`config.mk`:
```
export PLATFORM = sky130hd
export DESIGN_NAME = grad_mag
export DESIGN_NICKNAME = d
export VERILOG_FILES = /design/src/rtl/ig_pkg.sv /design/src/rtl/grad_quant.sv /design/src/rtl/grad_mag.sv
export SDC_FILE = /design/constraint.sdc
export NUM_CORES = 1
export LEC_CHECK = 0
export ABC_AREA = 1
export CORE_MARGIN = 2
export CORE_UTILIZATION = 30
export CTS_CLUSTER_DIAMETER = 40
export CTS_CLUSTER_SIZE = 40
export DETAILED_ROUTE_END_ITERATION = 6
export HOLD_SLACK_MARGIN = 0.08
export SYNTH_ARGS = -nofsm -noshare
export SYNTH_HDL_FRONTEND = slang
export SYNTH_SLANG_ARGS = --single-unit
```
`constraint.sdc`:
```
create_clock -name clk -period 4.7 [get_ports clk]
set_input_delay 0.47 -clock clk [delete_from_list [all_inputs] [get_ports clk]]
set_output_delay 0.47 -clock clk [all_outputs]
set_load 0.01 [all_outputs]
```
`src/rtl/ig_pkg.sv`:
```
// ig_pkg: shared definitions for the image-gradient stage and its
// downstream gradient-magnitude stage.
//   GRAD_W / ADDR_W  : gradient component width and memory address width
//   GX_LSB / GY_LSB  : field offsets inside a packed {Gx,Gy} gradient word
//   DIR_*            : 2-bit quantized edge-direction encodings
//   state_t          : scan controller states
//   abs_grad()       : magnitude of a two's-complement gradient component
package ig_pkg;

  localparam int GRAD_W = 10;
  localparam int ADDR_W = 16;
  localparam int WORD_W = 2 * GRAD_W;

  localparam int GX_LSB = GRAD_W;
  localparam int GY_LSB = 0;

  localparam logic [1:0] DIR_H    = 2'd0;
  localparam logic [1:0] DIR_D45  = 2'd1;
  localparam logic [1:0] DIR_V    = 2'd2;
  localparam logic [1:0] DIR_D135 = 2'd3;

  typedef enum logic [1:0] {
    IDLE  = 2'd0,
    RUN   = 2'd1,
    DRAIN = 2'd2,
    FIN   = 2'd3
  } state_t;

  // |g| as an unsigned value of the same width; -512 maps to 512, which
  // still fits because the result is interpreted as unsigned.
  function automatic logic [GRAD_W-1:0] abs_grad(input logic [GRAD_W-1:0] g);
    logic [GRAD_W-1:0] r;
    if (g[GRAD_W-1]) begin
      r = (~g) + 10'd1;
    end else begin
      r = g;
    end
    return r;
  endfunction

endpackage

```
`src/rtl/grad_quant.sv`:
```
// grad_quant: combinational {Gx,Gy} -> {dir, mag}.
//   gx, gy : two's-complement gradient components
//   thresh : entries whose L1 sum is below this are forced to zero
//            (tie to 0 to disable)
//   dir    : quantized edge direction (DIR_* encodings)
//   mag    : L1 magnitude saturated at 2^MAG_W-1
module grad_quant
  import ig_pkg::*;
#(
  parameter int MAG_W = 8
) (
  input  logic [GRAD_W-1:0] gx,
  input  logic [GRAD_W-1:0] gy,
  input  logic [GRAD_W:0]   thresh,
  output logic [1:0]        dir,
  output logic [MAG_W-1:0]  mag
);

  localparam logic [GRAD_W:0] MAG_MAX = (GRAD_W+1)'((1 << MAG_W) - 1);

  logic [GRAD_W-1:0] ax;
  logic [GRAD_W-1:0] ay;
  logic [GRAD_W:0]   sum;

  assign ax  = abs_grad(gx);
  assign ay  = abs_grad(gy);
  assign sum = {1'b0, ax} + {1'b0, ay};

  // Saturate, quantize direction (ordered, inclusive tests), then gate by threshold.
  always_comb begin
    dir = DIR_H;
    mag = {MAG_W{1'b0}};
    if (sum < thresh) begin
      dir = DIR_H;
      mag = {MAG_W{1'b0}};
    end else begin
      if (sum > MAG_MAX) begin
        mag = MAG_MAX[MAG_W-1:0];
      end else begin
        mag = sum[MAG_W-1:0];
      end
      // 2*a is formed by a shift into an extra bit so it cannot overflow.
      if ({ay, 1'b0} <= {1'b0, ax}) begin
        dir = DIR_H;
      end else if ({ax, 1'b0} <= {1'b0, ay}) begin
        dir = DIR_V;
      end else if (gx[GRAD_W-1] == gy[GRAD_W-1]) begin
        dir = DIR_D45;
      end else begin
        dir = DIR_D135;
      end
    end
  end

endmodule

```
`src/rtl/grad_mag.sv`:
```
// grad_mag: scans the gradient memory once per start and writes the
// packed {dir, mag} result for every entry to the magnitude memory.
//   clk, reset      : clock (posedge), asynchronous active-low reset
//   start / done    : one-cycle scan request / completion flag
//   grad_rd/addr/di : gradient memory read port (data one cycle after read)
//   mag_wr/addr/do  : magnitude memory write port, two cycles after the read
// Optional build macro GRAD_MAG_THRESH_EN adds parameter THRESH; entries
// with L1 sum below THRESH are written as zero.
module grad_mag
  import ig_pkg::*;
#(
  parameter int IMG_W = 256,
  parameter int IMG_H = 256,
`ifdef GRAD_MAG_THRESH_EN
  parameter int THRESH = 16,
`endif
  parameter int MAG_W = 8
) (
  input  logic                clk,
  input  logic                reset,
  input  logic                start,
  output logic                done,
  output logic                grad_rd,
  output logic [ADDR_W-1:0]   grad_addr,
  input  logic [WORD_W-1:0]   grad_di,
  output logic                mag_wr,
  output logic [ADDR_W-1:0]   mag_addr,
  output logic [MAG_W+1:0]    mag_do
);

  localparam int N = IMG_W * IMG_H;
  // 17-bit counter so that N = 65536 still has a representable last index.
  localparam logic [ADDR_W:0]   LAST_CNT  = (ADDR_W+1)'(N - 1);
  localparam logic [ADDR_W-1:0] LAST_ADDR = ADDR_W'(N - 1);

  state_t state;
  state_t state_next;

  logic [ADDR_W:0]   cnt;
  logic              scan_start;
  logic              cnt_en;
  logic              rd_next;
  logic              done_next;

  logic              p_rd;
  logic [ADDR_W-1:0] p_addr;
  logic              s1_v;
  logic [ADDR_W-1:0] s1_addr;
  logic [WORD_W-1:0] s1_data;

  logic [1:0]        q_dir;
  logic [MAG_W-1:0]  q_mag;
  logic [GRAD_W:0]   q_thresh;

`ifdef GRAD_MAG_THRESH_EN
  assign q_thresh = (GRAD_W+1)'(THRESH);
`else
  assign q_thresh = {(GRAD_W+1){1'b0}};
`endif

  // Controller state register.
  always_ff @(posedge clk or negedge reset) begin
    if (!reset) begin
      state <= IDLE;
    end else begin
      state <= state_next;
    end
  end

  // Next-state logic; start outside IDLE is ignored.
  always_comb begin
    state_next = state;
    case (state)
      IDLE: begin
        if (start) state_next = RUN;
        else       state_next = IDLE;
      end
      RUN: begin
        if (cnt == LAST_CNT) state_next = DRAIN;
        else                 state_next = RUN;
      end
      DRAIN: begin
        // Leave when the write of the final entry is being issued.
        if (s1_v && (s1_addr == LAST_ADDR)) state_next = FIN;
        else                                state_next = DRAIN;
      end
      FIN:     state_next = IDLE;
      default: state_next = IDLE;
    endcase
  end

  // Controller decodes feeding the registered outputs.
  always_comb begin
    scan_start = (state == IDLE) && start;
    cnt_en     = (state == RUN) && (cnt != LAST_CNT);
    rd_next    = (state_next == RUN);
    if (scan_start) begin
      done_next = 1'b0;
    end else if (state == FIN) begin
      done_next = 1'b1;
    end else begin
      done_next = done;
    end
  end

  // Read-address counter and registered control outputs.
  always_ff @(posedge clk or negedge reset) begin
    if (!reset) begin
      cnt     <= '0;
      grad_rd <= 1'b0;
      done    <= 1'b0;
    end else begin
      if (scan_start) begin
        cnt <= '0;
      end else if (cnt_en) begin
        cnt <= cnt + 17'd1;
      end else begin
        cnt <= cnt;
      end
      grad_rd <= rd_next;
      done    <= done_next;
    end
  end

  assign grad_addr = cnt[ADDR_W-1:0];

  // Read tracking and pipe stage 1: align valid/address with returned data.
  always_ff @(posedge clk or negedge reset) begin
    if (!reset) begin
      p_rd    <= 1'b0;
      p_addr  <= '0;
      s1_v    <= 1'b0;
      s1_addr <= '0;
      s1_data <= '0;
    end else begin
      p_rd    <= grad_rd;
      p_addr  <= grad_addr;
      s1_v    <= p_rd;
      s1_addr <= p_addr;
      s1_data <= grad_di;
    end
  end

  grad_quant #(.MAG_W(MAG_W)) u_quant (
    .gx     (s1_data[GX_LSB +: GRAD_W]),
    .gy     (s1_data[GY_LSB +: GRAD_W]),
    .thresh (q_thresh),
    .dir    (q_dir),
    .mag    (q_mag)
  );

  // Pipe stage 2: registered write port.
  always_ff @(posedge clk or negedge reset) begin
    if (!reset) begin
      mag_wr   <= 1'b0;
      mag_addr <= '0;
      mag_do   <= '0;
    end else begin
      mag_wr <= s1_v;
      if (s1_v) begin
        mag_addr <= s1_addr;
        mag_do   <= {q_dir, q_mag};
      end else begin
        mag_addr <= mag_addr;
        mag_do   <= mag_do;
      end
    end
  end

endmodule

```
# After elaboration in Yosys (flattened, before gate mapping)
# Cells that the tools add are included.
totals:
  reg_bits: 102
  inputBits: 23
  out_inout_bits: 45
  word_cells: 52
classes:
  n_addsub: 4
  order_cmp: 4
  eq_ne: 8
  muxes: 16
  bitwise_logic: 2
  reduce_logical: 6
op_table:
  columns: ["operator", "count"]
  rows:
  - ["17-bit 2-to-1 mux", 2]
  - ["11-bit by 10-bit less-or-equal comparator with 1-bit output", 2]
  - ["10-bit by 1-bit adder with 10-bit output (second input constant)", 2]
  - ["10-bit 2-to-1 mux", 2]
  - ["10-bit NOT", 2]
  - ["17-bit by 1-bit adder with 17-bit output (second input constant)", 1]
  - ["17-bit by 16-bit == test with 1-bit output (second input constant)", 1]
  - ["17-bit by 16-bit inequality test with 1-bit output (second input constant)", 1]
  - ["16-bit == test (second input constant)", 1]
  - ["8-bit 2-to-1 mux", 2]
  - ["10-bit by 10-bit adder with 11-bit output", 1]
  - ["11-bit by 8-bit > comparator with 1-bit output (second input constant)", 1]
  - ["11-bit by 1-bit less-than comparator with 1-bit output (second input constant)", 1]
  - ["2-bit 2-to-1 mux", 5]
  - ["2-bit case mux with 4 select lines", 1]
  - ["2-bit by 1-bit == test with 1-bit output (second input constant)", 2]
  - ["2-bit == test (second input constant)", 2]
  - ["1-bit 2-to-1 mux", 4]
  - ["2-bit nonzero test", 2]
  - ["1-bit logical AND", 3]
  - ["2-bit zero test", 1]
  - ["1-bit == test", 1]

# Depth between registers and ports, before layout
# Gate-level depths: netlist of run 1.
depth:
  ltp_word: 7
  depth_mapped: 21
  mapped_depth_nobuf: 21

# By module
# Synthesis of run 1 repeated with hierarchy kept, for this count alone.
hier_totals:
  hier_cells: 630
  hier_area_um2: 5610.4
modules_own_cells:
  columns: ["module", "instances", "cells_per_inst", "area_each_um2", "seq_area_each_um2"]
  rows:
  - ["grad_mag", 1, 295, 3666.0, 2552.4]
  - ["grad_quant", 1, 335, 1944.4, 0.0]

# Worst setup path after synthesis of run 1
# Ideal clock, no wire load.
synth_path:
  path_kind: "register -> register"
  start: "reg s1_data[10]"
  end: "reg mag_do[0]"
  setup_ps: 113
  t_arrival_ps: 2546
  required_ps: 4587
  setup_slack_ps: 2041
  path_stages_with_launch: 21
  path_buffers: 0
  period_less_slack_ps: 2659
  path_cell_list: "dfrtp_1 inv_1 ha_1 inv_1 nand2_1 xor2_1 inv_1 ha_1 a21oi_1 and2_1 inv_1 nand3_1 nand2_2 nand2_2 nand2_2 nand3_1 nand2_4 nor2_8 nand3_2 nand2_1 inv_1"
synth_between:
  elab_chain_cells: 7
  elab_cells_between_ends: 8
  classes_between: "add/sub (2); order compare (2); mux (3); bitwise (1)"
synth_lines:
  columns: ["element", "line", "source"]
  rows:
  - ["start, declared", "grad_mag.sv:49", "logic [WORD_W-1:0] s1_data;"]
  - ["start signal, assigned", "grad_mag.sv:140", "s1_data <= grad_di;"]
  - ["10-bit NOT", "ig_pkg.sv:34", "r = (~g) + 10'd1;"]
  - ["10-bit by 1-bit adder with 10-bit output", "ig_pkg.sv:34", null]
  - ["10-bit 2-to-1 mux *", "ig_pkg.sv:33", "if (g[GRAD_W-1]) begin"]
  - ["10-bit by 10-bit adder with 11-bit output *", "grad_quant.sv:27", "assign sum = {1'b0, ax} + {1'b0, ay};"]
  - ["11-bit by 8-bit > comparator with 1-bit output", "grad_quant.sv:37", "if (sum > MAG_MAX) begin"]
  - ["8-bit 2-to-1 mux", "grad_quant.sv:37", null]
  - ["8-bit 2-to-1 mux *", "grad_quant.sv:33", "if (sum < thresh) begin"]
  - ["end signal, assigned", "grad_mag.sv:162", "mag_do <= {q_dir, q_mag};"]
  - ["end signal, assigned", "grad_mag.sv:165", "mag_do <= mag_do;"]
  - ["end, declared", "grad_mag.sv:28", "output logic [MAG_W+1:0] mag_do"]
# Mark *: on every way between the ends. The rest lies on a longest branch, timed or not.
# A chain may end at the register's enable or synchronous reset.

# Final worst setup path of run 1
layout_path:
  start: "reg s1_data[10]"
  end: "reg mag_do[4]"
# The elaborated chain is that of the path after synthesis.

==> reports/qor.csv, run 1 <==
stage;metric;value;unit
placed_design;PortBufs;67;
timing;fin crit share;64.7;%
worst_setup_path;Critical Path AT;3.29;ns
global_routing;largest net degree at the start of global routing;67;
worst_setup_path;crit path capture type;register;
timing;worst slew margin relative to its limit;45.4;%
timing;setup_tns;0;ns
global_routing;first-pass GRT wire length;19700;µm
pwr;Gate power share;17.8;%
synthesis;share of the synthesized area in the top cell type;48.3;%
global_routing;GRT Resource Usage Total;13.6;%
cts;cts repair resizes;0;
placed_design;Post-DP HPWL;8890;µm
pwr;P_int;1450;µW
timing;clk_skew;0.0124;ns
job;Max Cap Viol;0;
placed_design;Post-Place Cells;874;
placed_design;routability cong.;0.857;
timing;RSZ-0062 raised after global routing;false;
pwr;pwr/cell area;325;nW/µm²
routing;DR vias;3981;
final_layout;synthesis-to-layout area growth;20.8;%
cts;CTS tree;built;
final_layout;share of cells above drive strength 1;12.5;%
synthesis;predominant post-synthesis flop cell;dfrtp_1;
global_routing;vias in the first global route;4059;
die;die span in y;137;µm
synthesis;Yosys reg bits;102;
cts;total CTS buffers;9;
timing;Final Slew Violations;0;
worst_setup_path;CP required;4.96;ns
placed_design;dpl ws;1.70;ns
timing;fmax;329;MHz
die;Die Footprint;18700;µm²
worst_setup_path;worst r2r path cells;15;
routing;WL final;11700;µm
routing;ANT nets after route;0;
cts;hold-fix buffers at CTS;0;
die;IO Pins;68;
pwr;Clk pwr share;37.3;%
global_routing;initial antenna violation count;0;
final_layout;fin cells;890;
timing;post-layout minimum cycle time;3.04;ns
synthesis;Post-synth EDFFs;0;
final_layout;Filler Cell Count;1744;
synthesis;Post-Syn Area per Cell;8.73;µm²
routing;Iteration-0 DRC Markers;212;
final_layout;nets;708;
run_status;status;finished, final reports clean;
worst_setup_path;Setup CP Type;register to register;
die;row count;48;
cts;post-CTS setup buffer count;0;
synthesis;Synth warnings;0;
worst_hold_path;Hold Crit Class;input pin to async pin;
routing;drc violations;0;
synthesis;Yosys cell types;50;
timing;setup violators final;0;
placed_design;Placed Instance Area;6070;µm²
synthesis;Mapped Area;5290;µm²
synthesis;most area-hungry cell type in the Yosys netlist;dfrtp_1;
pwr;Max IR drop VDD;0.203;mV
timing;Hold Violations, Final;0;
worst_setup_path;Startpoint Class;register;
synthesis;syn_nets;654;
synthesis;asr flop ratio synth;100;%
pwr;Switching Share;30.1;%
routing;DRT Pass-1 Iters;4;
synthesis;Post-Syn Instances;606;
synthesis;most instantiated cells after synthesis;nand2_1 (155), dfrtp_1 (102), inv_1 (70);
final_layout;diode count;0;
timing;final setup margin;1.66;ns
cts;number of clock sinks;102;
global_routing;GRT Residual Overflow;0;
cts;H-Tree Depth;3;
cts;Clk Tree Root Cell;clkbuf_16;
cts;Clock Tree Buf Depth;2;
routing;vias per cell;4.47;
final_layout;finished layout cell area;6390;µm²
synthesis;leading post-synthesis cells by cell area;dfrtp_1 (48%), nand2_1 (11%), ha_1 (5.7%);
cts;Clock Latency Late Sink;0.36;ns
die;Initial Util;30.7;%
pwr;P_sw;625;µW
worst_setup_path;Max FO, Critical Path;8;
pwr;share of power burned in registers;44.9;%
pwr;leakage;0.00308;µW
die;Die W;137;µm
timing;worst slew pin tran;0.819;ns
synthesis;sequential-to-total area share from yosys stat;48.3;%
routing;WL/cell;13.2;µm
synthesis;most frequent cell after synthesis;nand2_1;
die;core area;17200;µm²
cts;Worst-path clk slew;0.09;ns
## metal layers
layer | vias up | share of wire [%] | global-route usage (%)
li1 | 2034 | - | -
met1 | 1881 | 45 | 16.2
met2 | 53 | 49 | 23.8
met3 | 13 | 4.3 | 4.00
met4 | 0 | 1.3 | 4.12
met5 | - | 0 | 0
## metrics by stage
| stage | util, % | hold WS, ns | total power [µW] |
|---|---|---|---|
| CTS | 37.1 | 0.211 | 2110 |
| global route | 37.1 | 0.243 | 2200 |
| floorplan | - | 0.174 | 1190 |
| finish | 37.1 | 0.187 | 2070 |
| global placement | 35.2 | 0.332 | 1320 |
| detailed placement | 35.2 | 0.335 | 1320 |
## path summary, 6_finish.rpt
check | from | endpoint | slack (ns)
max reg2reg | s1_data[10]$_DFF_PN0_ | mag_do[4]$_DFFE_PN0P_ | 1.66
max | s1_data[10]$_DFF_PN0_ | mag_do[4]$_DFFE_PN0P_ | 1.66
min reg2reg | p_addr[8]$_DFF_PN0_ | s1_addr[8]$_DFF_PN0_ | 0.35
min | reset | cnt[15]$_DFFE_PN0P_ | 0.19
max in group asynchronous | reset | mag_do[6]$_DFFE_PN0P_ | 3.52
min in group clk | p_addr[8]$_DFF_PN0_ | s1_addr[8]$_DFF_PN0_ | 0.35
## cells by family (layout without fill, tap and decap cells)
family	after synthesis	in the layout	share of synthesized area, %
buffers and inverters	105	164	9.11
adders and majority gates	25	25	6.06
DFF	102	102	48.3
AOI/OAI and AO/OA	61	61	6.65
xor gates and xnor gates	9	9	1.49
and+or+nand+nor	304	304	28.4
## critical path, cell delays in order, from the launching register on
cell and delay (ns):
dfrtp_1 0.40, inv_1 0.14, ha_1 0.22, nand4_2 0.14
o21ai_0 0.21, xor2_1 0.38, ha_1 0.37, a21oi_1 0.21
a21boi_1 0.23, nand2_2 0.09, nand3_1 0.11, nand2_4 0.08
nor2_8 0.18, nand3_2 0.09, nand2_1 0.07, inv_1 0.03
## layout by cell type, fill, tap and decap left out, drive strengths merged, types with 5 or more instances in the layout
cell type / count
a21oi: 27
clkbuf: 9
clkdlybuf4s50: 66
dfrtp: 102
ha: 24
inv: 83
nand2: 179
nand3: 38
nand3b: 5
nand4: 14
nor2: 43
nor3: 8
nor4: 5
o21ai: 21
or2: 8
xor2: 6
## power by group through the flow
stage	clock network, µW	registers (µW)	logic [µW]
after global routing	841	936	420
after CTS	805	931	375
after global placement	0	949	370
final	774	930	368
after floorplan	0	949	237
after detailed placement	0	948	374
## flip-flops by register name, indices dropped and copies added, names as in the netlist, 2 cells and up
register / count
state: 2
s1_addr: 16
mag_do: 10
s1_data: 20
p_addr: 16
cnt: 17
mag_addr: 16
## cell type report
type | instances | area, µm² | area share, %
repair buffers | 69 | 683 | 10.7
clock inverters | 7 | 91.3 | 1.43
multi-input cells | 399 | 2250 | 35.3
flip-flops and latches | 102 | 2550 | 40.0
clock buffers | 9 | 225 | 3.53
well taps | 225 | 282 | 4.41
inverters | 79 | 299 | 4.68
(Power assumes the default switching activity.)
==> inputs of run 2 (changes only) <==
- clock period: 4.7 -> 3 ns (I/O delays scaled with it)
==> run 2 against run 1 <==
  * Wire length shrank 0.14%
  * First-iteration DRC count grew 7.1%
  * Sequential power grew 57%
  * Setup slack lost 1.4 ns
  * Clock power grew 46%
  * Cell area grew 2.9%
  * Sequential share of layout area shrank 1.1 points
  * Die area is the same
  * Clock skew shrank 0.0024 ns
  * Non-clock buffer count grew 20
  * Core utilization grew 1.1 points
  * Critical path depth grew 1
  * Largest cell class unchanged
==> reports/qor.csv, run 2 (synthesis gave the netlist of run 1 again) <==
stage;metric;value;unit;change
placed_design;PortBufs;67;;unchanged
cts;total CTS buffers;9;;unchanged
die;Initial Util;30.7;%;unchanged
die;core area;17200;µm²;unchanged
cts;H-Tree Depth;3;;unchanged
run_status;status;finished, final reports clean;;
timing;post-layout minimum cycle time;2.74;ns;-0.299 ns
die;row count;48;;unchanged
global_routing;initial antenna violation count;1;;+1
timing;setup violators final;0;;unchanged
cts;Clock Latency Late Sink;0.35;ns;about the same
pwr;pwr/cell area;488;nW/µm²;+50%
global_routing;first-pass GRT wire length;19500;µm;-0.77%
routing;drc violations;0;;unchanged
final_layout;Multi-input gate area;2310;µm²;+2.5%
final_layout;register area;2550;µm²;about the same
worst_hold_path;Hold Crit Class;input pin to async pin;;
global_routing;vias in the first global route;4014;;-1.1%
routing;Iteration-0 DRC Markers;227;;+7.1%
timing;clk_skew;0.00998;ns;-0.00242 ns
global_routing;GRT Residual Overflow;0;;unchanged
placed_design;Post-DP HPWL;8940;µm;+0.57%
routing;ANT nets after route;0;;unchanged
worst_setup_path;r2r setup slk;0.26;ns;-1.40 ns
cts;Worst-path clk slew;0.07;ns;-0.02 ns
worst_setup_path;crit path capture type;register;;
final_layout;most frequent cells in the layout;nand2_1 (154), dfrtp_1 (101), inv_1 (70);;
die;Die Footprint;18700;µm²;unchanged
worst_setup_path;Setup CP Type;register to register;;
final_layout;share of cells above drive strength 1;16.9;%;+4.5 points
cts;Clock Tree Buf Depth;2;;unchanged
routing;WL/cell;12.8;µm;-2.4%
placed_design;routability cong.;0.840;;-1.9%
worst_setup_path;reg2reg end;mag_do[2]$_DFFE_PN0P_;;
final_layout;commonest non-fill, non-tap cell in the layout;nand2_1;;
timing;fin crit share;91.3;%;+27 points
routing;DR vias;4079;;+2.5%
final_layout;largest registers;s1_data x20, cnt x17;;
timing;worst slew pin tran;0.913;ns;+0.0949 ns
worst_setup_path;Startpoint Class;register;;
job;Max Cap Viol;0;;unchanged
timing;Fin Hold WS;0.0669;ns;-0.120 ns
final_layout;Largest register FFs;20;;unchanged
timing;worst slew margin relative to its limit;39.1;%;-6.3 points
final_layout;synthesis-to-layout area growth;24.3;%;
cts;CTS tree;built;;
pwr;leakage;0.00317;µW;+2.7%
timing;final setup margin;0.260;ns;-1.40 ns
worst_setup_path;CP required;3.24;ns;-1.72 ns
die;Die W;137;µm;unchanged
die;die span in y;137;µm;unchanged
routing;vias per cell;4.48;;about the same
die;IO Pins;68;;unchanged
timing;setup_tns;0;ns;unchanged
worst_setup_path;CP startpoint;s1_data[0]$_DFF_PN0_;;
cts;number of clock sinks;102;;unchanged
worst_setup_path;Max FO, Critical Path;8;;unchanged
final_layout;nets;728;;+2.8%
global_routing;largest net degree at the start of global routing;75;;+12%
cts;Clk Tree Root Cell;clkbuf_16;;
placed_design;Placed Instance Area;6190;µm²;+2.0%
final_layout;Biggest register;s1_data;;
timing;Hold Violations, Final;0;;unchanged
pwr;total power;3210;µW;+55%
placed_design;dpl ws;0.111;ns;-1.58 ns
routing;WL final;11700;µm;-0.14%
worst_setup_path;Critical Path AT;2.98;ns;-0.31 ns
timing;Final Slew Violations;0;;unchanged
final_layout;finished layout cell area;6570;µm²;+2.9%
pwr;Max IR drop VDD;0.327;mV;+61%
global_routing;GRT Resource Usage Total;13.5;%;-0.092 points
final_layout;Filler Cell Count;1744;;unchanged
timing;fmax;365;MHz;+11%
routing;DRT Pass-1 Iters;4;;unchanged
worst_setup_path;FF-to-FF Start;s1_data[0]$_DFF_PN0_;;
worst_setup_path;worst r2r path cells;16;;+1
## run 2: cell types whose count changed in the layout (fill, tap and decap cells not counted), moves of 2 or more
cell	before	now
xor2_1	6	4
xor2_2	0	2
buf_4	3	23
a21oi_2	1	3
o21ai_1	4	6
o21ai_0	17	15
ha_1	24	20
ha_2	0	3
clkinv_4	0	2
a21oi_1	26	24
inv_8	3	1
clkinvlp_4	0	2
clkinv_8	2	0
## run 2: worst max-delay path: stages, from the launching register on
cell and delay (ns):
dfrtp_1 0.41, inv_1 0.09, ha_2 0.20, nand4_2 0.13, nand2_2 0.10, o21ai_0 0.10
xor2_1 0.27, ha_2 0.37, a21oi_2 0.16, a21boi_2 0.18, nand2_2 0.08, nand3_2 0.08
nand2_4 0.07, nor2_8 0.20, nand3_2 0.08, nand2_1 0.06, inv_1 0.04
## run 2: layout make-up
cell class                      count  area share (%)
Sequential cell                   102            38.9
Multi-Input combinational cell    399            35.2
Timing Repair Buffer               89            12.7
Inverter                           79            4.55
Tap cell                          225            4.28
Clock buffer                       10            3.64
Clock inverter                      6           0.800
Antenna cell                        1          0.0381
## run 2: timing repair
| action | CTS | global route |
|---|---|---|
| buffers inserted | 0 | 4 |
| endpoints found under the setup margin | 0 | 8 |
| resized for setup | 0 | 16 |
| hold buffers | 0 | 0 |
## run 2: worst max-delay path by stage
stage | cells after the start | to
finish | 16 | mag_do[2]$_DFFE_PN0P_
global route | 21 | mag_do[0]$_DFFE_PN0P_
CTS | 20 | mag_do[2]$_DFFE_PN0P_
detailed placement | 20 | mag_do[2]$_DFFE_PN0P_
global placement | 20 | mag_do[7]$_DFFE_PN0P_
floorplan | 20 | mag_do[0]$_DFFE_PN0P_
## run 2: routing by layer
| layer | part of all wire, % | vias up | global-route usage (%) |
|---|---|---|---|
| met2 | 49 | 65 | 22.6 |
| li1 | - | 2078 | - |
| met5 | 0 | - | 0 |
| met3 | 4.7 | 15 | 4.22 |
| met4 | 1.5 | 0 | 4.47 |
| met1 | 45 | 1921 | 16.6 |
## run 2: where the power goes
group          internal (µW)  switching (µW)  leakage, µW
sequential              1420            35.5      0.00117
combinational            273             350      0.00186
clock                    597             533     0.000137
## run 2: through the flow
| stage | std cells | util [%] |
|---|---|---|
| 6_report | 911 | 38.1 |
| 5_1_grt | 910 | 38.1 |
| 4_1_cts | 906 | 37.6 |
| 3_5_place_dp | 890 | 35.9 |
| 3_3_place_gp | 890 | 35.9 |
| 2_1_floorplan | 606 | - |
==> inputs of run 3 (changes only) <==
- PLACE_DENSITY: unset -> 0.57
- clock period: 3 -> 3.43 ns (I/O delays scaled with it)
==> run 3 against run 2 <==
  * Sequential share of layout area up 0.98 points
  * Clock skew down 0.0012 ns
  * Cell area down 2.5%
  * Largest cell class unchanged
==> reports/qor.csv, run 3 (synthesis gave the netlist of run 1 again) <==
stage;metric;value;unit;change
placed_design;Post-DP HPWL;8800;µm;-1.6%
final_layout;Multi-input gate area;2250;µm²;-2.4%
timing;fmax;340;MHz;-6.9%
die;die span in y;137;µm;unchanged
routing;vias per cell;4.45;;-0.64%
worst_setup_path;Critical Path AT;3.20;ns;+0.22 ns
run_status;status;finished, final reports clean;;
global_routing;GR met1 Demand/Resource;16.8;%;+0.19 points
die;core area;17200;µm²;unchanged
die;Die Footprint;18700;µm²;unchanged
routing;ANT nets after route;0;;unchanged
final_layout;Largest register FFs;20;;unchanged
worst_setup_path;r2r setup slk;0.49;ns;+0.23 ns
placed_design;PortBufs;67;;unchanged
timing;Final Slew Violations;0;;unchanged
worst_setup_path;Startpoint Class;register;;
timing;clk_skew;0.00873;ns;-0.00125 ns
routing;WL/cell;12.9;µm;+0.45%
timing;fin crit share;85.8;%;-5.5 points
timing;worst slew pin tran;1.03;ns;+0.116 ns
job;Max Cap Viol;0;;unchanged
die;row count;48;;unchanged
worst_hold_path;Hold Crit Class;input pin to async pin;;
cts;cts repair resizes;0;;unchanged
worst_setup_path;Cell Chain, Critical Path;inv_1 > ha_1 > nand4_2 > o21ai_0 > xor2_1 > ha_1 > a21oi_1 > a21boi_1 > nand2_2 > nand3_1 > nand2_4 > nor2_8 > nand3_2 > nand2_1 > inv_1;;
worst_setup_path;CP startpoint;s1_data[10]$_DFF_PN0_;;
routing;WL final;11500;µm;-1.5%
pwr;total power;2810;µW;-12%
global_routing;vias in the first global route;3876;;-3.4%
worst_setup_path;CP peak stage delay;0.40;ns;about the same
pwr;pwr/cell area;439;nW/µm²;-10%
die;IO Pins;68;;unchanged
cts;number of clock sinks;102;;unchanged
worst_setup_path;Max FO, Critical Path;8;;unchanged
pwr;share of power burned in registers;45.3;%;about the same
routing;DRT Pass-1 Iters;4;;unchanged
pwr;P_int;1980;µW;-14%
cts;Clock Latency Late Sink;0.35;ns;about the same
global_routing;GRT Residual Overflow;0;;unchanged
cts;Clock Tree Buf Depth;2;;unchanged
timing;post-layout minimum cycle time;2.94;ns;+0.204 ns
global_routing;layer with the highest usage;met2;;
final_layout;Filler Cell Count;1747;;+0.17%
cts;Worst-path clk slew;0.08;ns;about the same
cts;Clk Tree Root Cell;clkbuf_16;;
cts;total CTS buffers;9;;unchanged
placed_design;dpl ws;0.481;ns;+0.370 ns
worst_setup_path;crit path capture type;register;;
timing;Hold Violations, Final;0;;unchanged
final_layout;nets;711;;-2.3%
cts;CTS tree;built;;
timing;worst slew margin relative to its limit;31.3;%;-7.8 points
cts;post-CTS setup buffer count;0;;unchanged
global_routing;met2 global-route usage;22.0;%;-0.61 points
worst_setup_path;FF-to-FF Start;s1_data[10]$_DFF_PN0_;;
die;Die W;137;µm;unchanged
worst_setup_path;CP required;3.68;ns;+0.44 ns
final_layout;synthesis-to-layout area growth;21.1;%;
worst_setup_path;Worst path slowest cell;dfrtp_1;;
final_layout;fin cells;893;;-2.0%
pwr;P_sw;834;µW;-9.1%
cts;hold-fix buffers at CTS;0;;unchanged
routing;drc violations;0;;unchanged
global_routing;largest net degree at the start of global routing;84;;+12%
routing;Iteration-0 DRC Markers;170;;-25%
global_routing;initial antenna violation count;0;;-1
timing;setup_tns;0;ns;unchanged
pwr;Gate power share;17.9;%;-1.5 points
die;Initial Util;30.7;%;unchanged
final_layout;diode count;0;;-1
pwr;Max IR drop VDD;0.247;mV;-25%
timing;setup violators final;0;;unchanged
pwr;Switching Share;29.7;%;+1.0 points
global_routing;met3 Resource Use GR;2.89;%;-1.3 points
cts;H-Tree Depth;3;;unchanged
global_routing;GRT Resource Usage Total;13.2;%;-0.35 points
placed_design;routability cong.;0.852;;+1.5%
routing;DR vias;3973;;-2.6%
timing;RSZ-0062 raised after global routing;false;;
timing;final setup margin;0.485;ns;+0.226 ns
final_layout;largest registers;s1_data x20, cnt x17;;
final_layout;Biggest register;s1_data;;
pwr;leakage;0.00310;µW;-2.2%
final_layout;most frequent cells in the layout;nand2_1 (155), dfrtp_1 (102), inv_1 (70);;
final_layout;register area;2550;µm²;about the same
worst_setup_path;Setup CP Type;register to register;;
final_layout;share of cells above drive strength 1;12.9;%;-4.1 points
final_layout;commonest non-fill, non-tap cell in the layout;nand2_1;;
pwr;Clk pwr share;36.8;%;+1.6 points
global_routing;first-pass GRT wire length;19100;µm;-2.3%
placed_design;Post-Place Cells;877;;-1.5%
[run 3: power groups by stage]
stage	sequential (µW)	combinational, µW	clock, µW
5_1_grt	1280	581	1130
3_5_place_dp	1300	510	0
6_report	1270	503	1030
2_1_floorplan	1300	324	0
4_1_cts	1270	512	1070
3_3_place_gp	1300	508	0
[run 3: routing by layer]
metal | vias to the layer above | wire [µm]
met2 | 58 | 5600
li1 | 2052 | -
met3 | 16 | 373
met4 | 0 | 238
met5 | - | 0
met1 | 1847 | 5300
[run 3: critical path, delay by kind of cell (launching register included)]
family / cells / cell delay (ns)
buffers and inverters: 2 / 0.18
AO/OA/AOI/OAI: 3 / 0.60
adder cells (fa/ha/maj): 2 / 0.58
flip-flops: 1 / 0.40
XOR/XNOR: 1 / 0.36
AND/OR/NAND/NOR: 7 / 0.72
[run 3: path summary, 6_finish.rpt]
path | depth (start not counted) | end
min reg2reg | 0 | s1_addr[4]$_DFF_PN0_
min | 1 | cnt[11]$_DFFE_PN0P_
max in group asynchronous | 2 | s1_data[12]$_DFF_PN0_
max | 15 | mag_do[2]$_DFFE_PN0P_
max reg2reg | 15 | mag_do[2]$_DFFE_PN0P_
min in group clk | 0 | s1_addr[4]$_DFF_PN0_
[run 3: cell type report]
| cell class | instances | share of cell area, % |
|---|---|---|
| clock buffers | 9 | 3.51 |
| clock inverters | 7 | 1.39 |
| inverters | 79 | 4.67 |
| multi-input cells | 399 | 35.2 |
| flip-flops and latches | 102 | 39.8 |
| well taps | 225 | 4.39 |
| repair buffers | 72 | 11.0 |
[run 3: through the flow]
stage / instance area (µm²) / utilization [%] / hold WS [ns]
after detailed placement: 6090 / 35.4 / 0.335
after CTS: 6410 / 37.2 / 0.202
final: 6410 / 37.2 / 0.167
after floorplan: 5290 / - / 0.0474
after global placement: 6090 / 35.4 / 0.332
after global routing: 6410 / 37.2 / 0.257
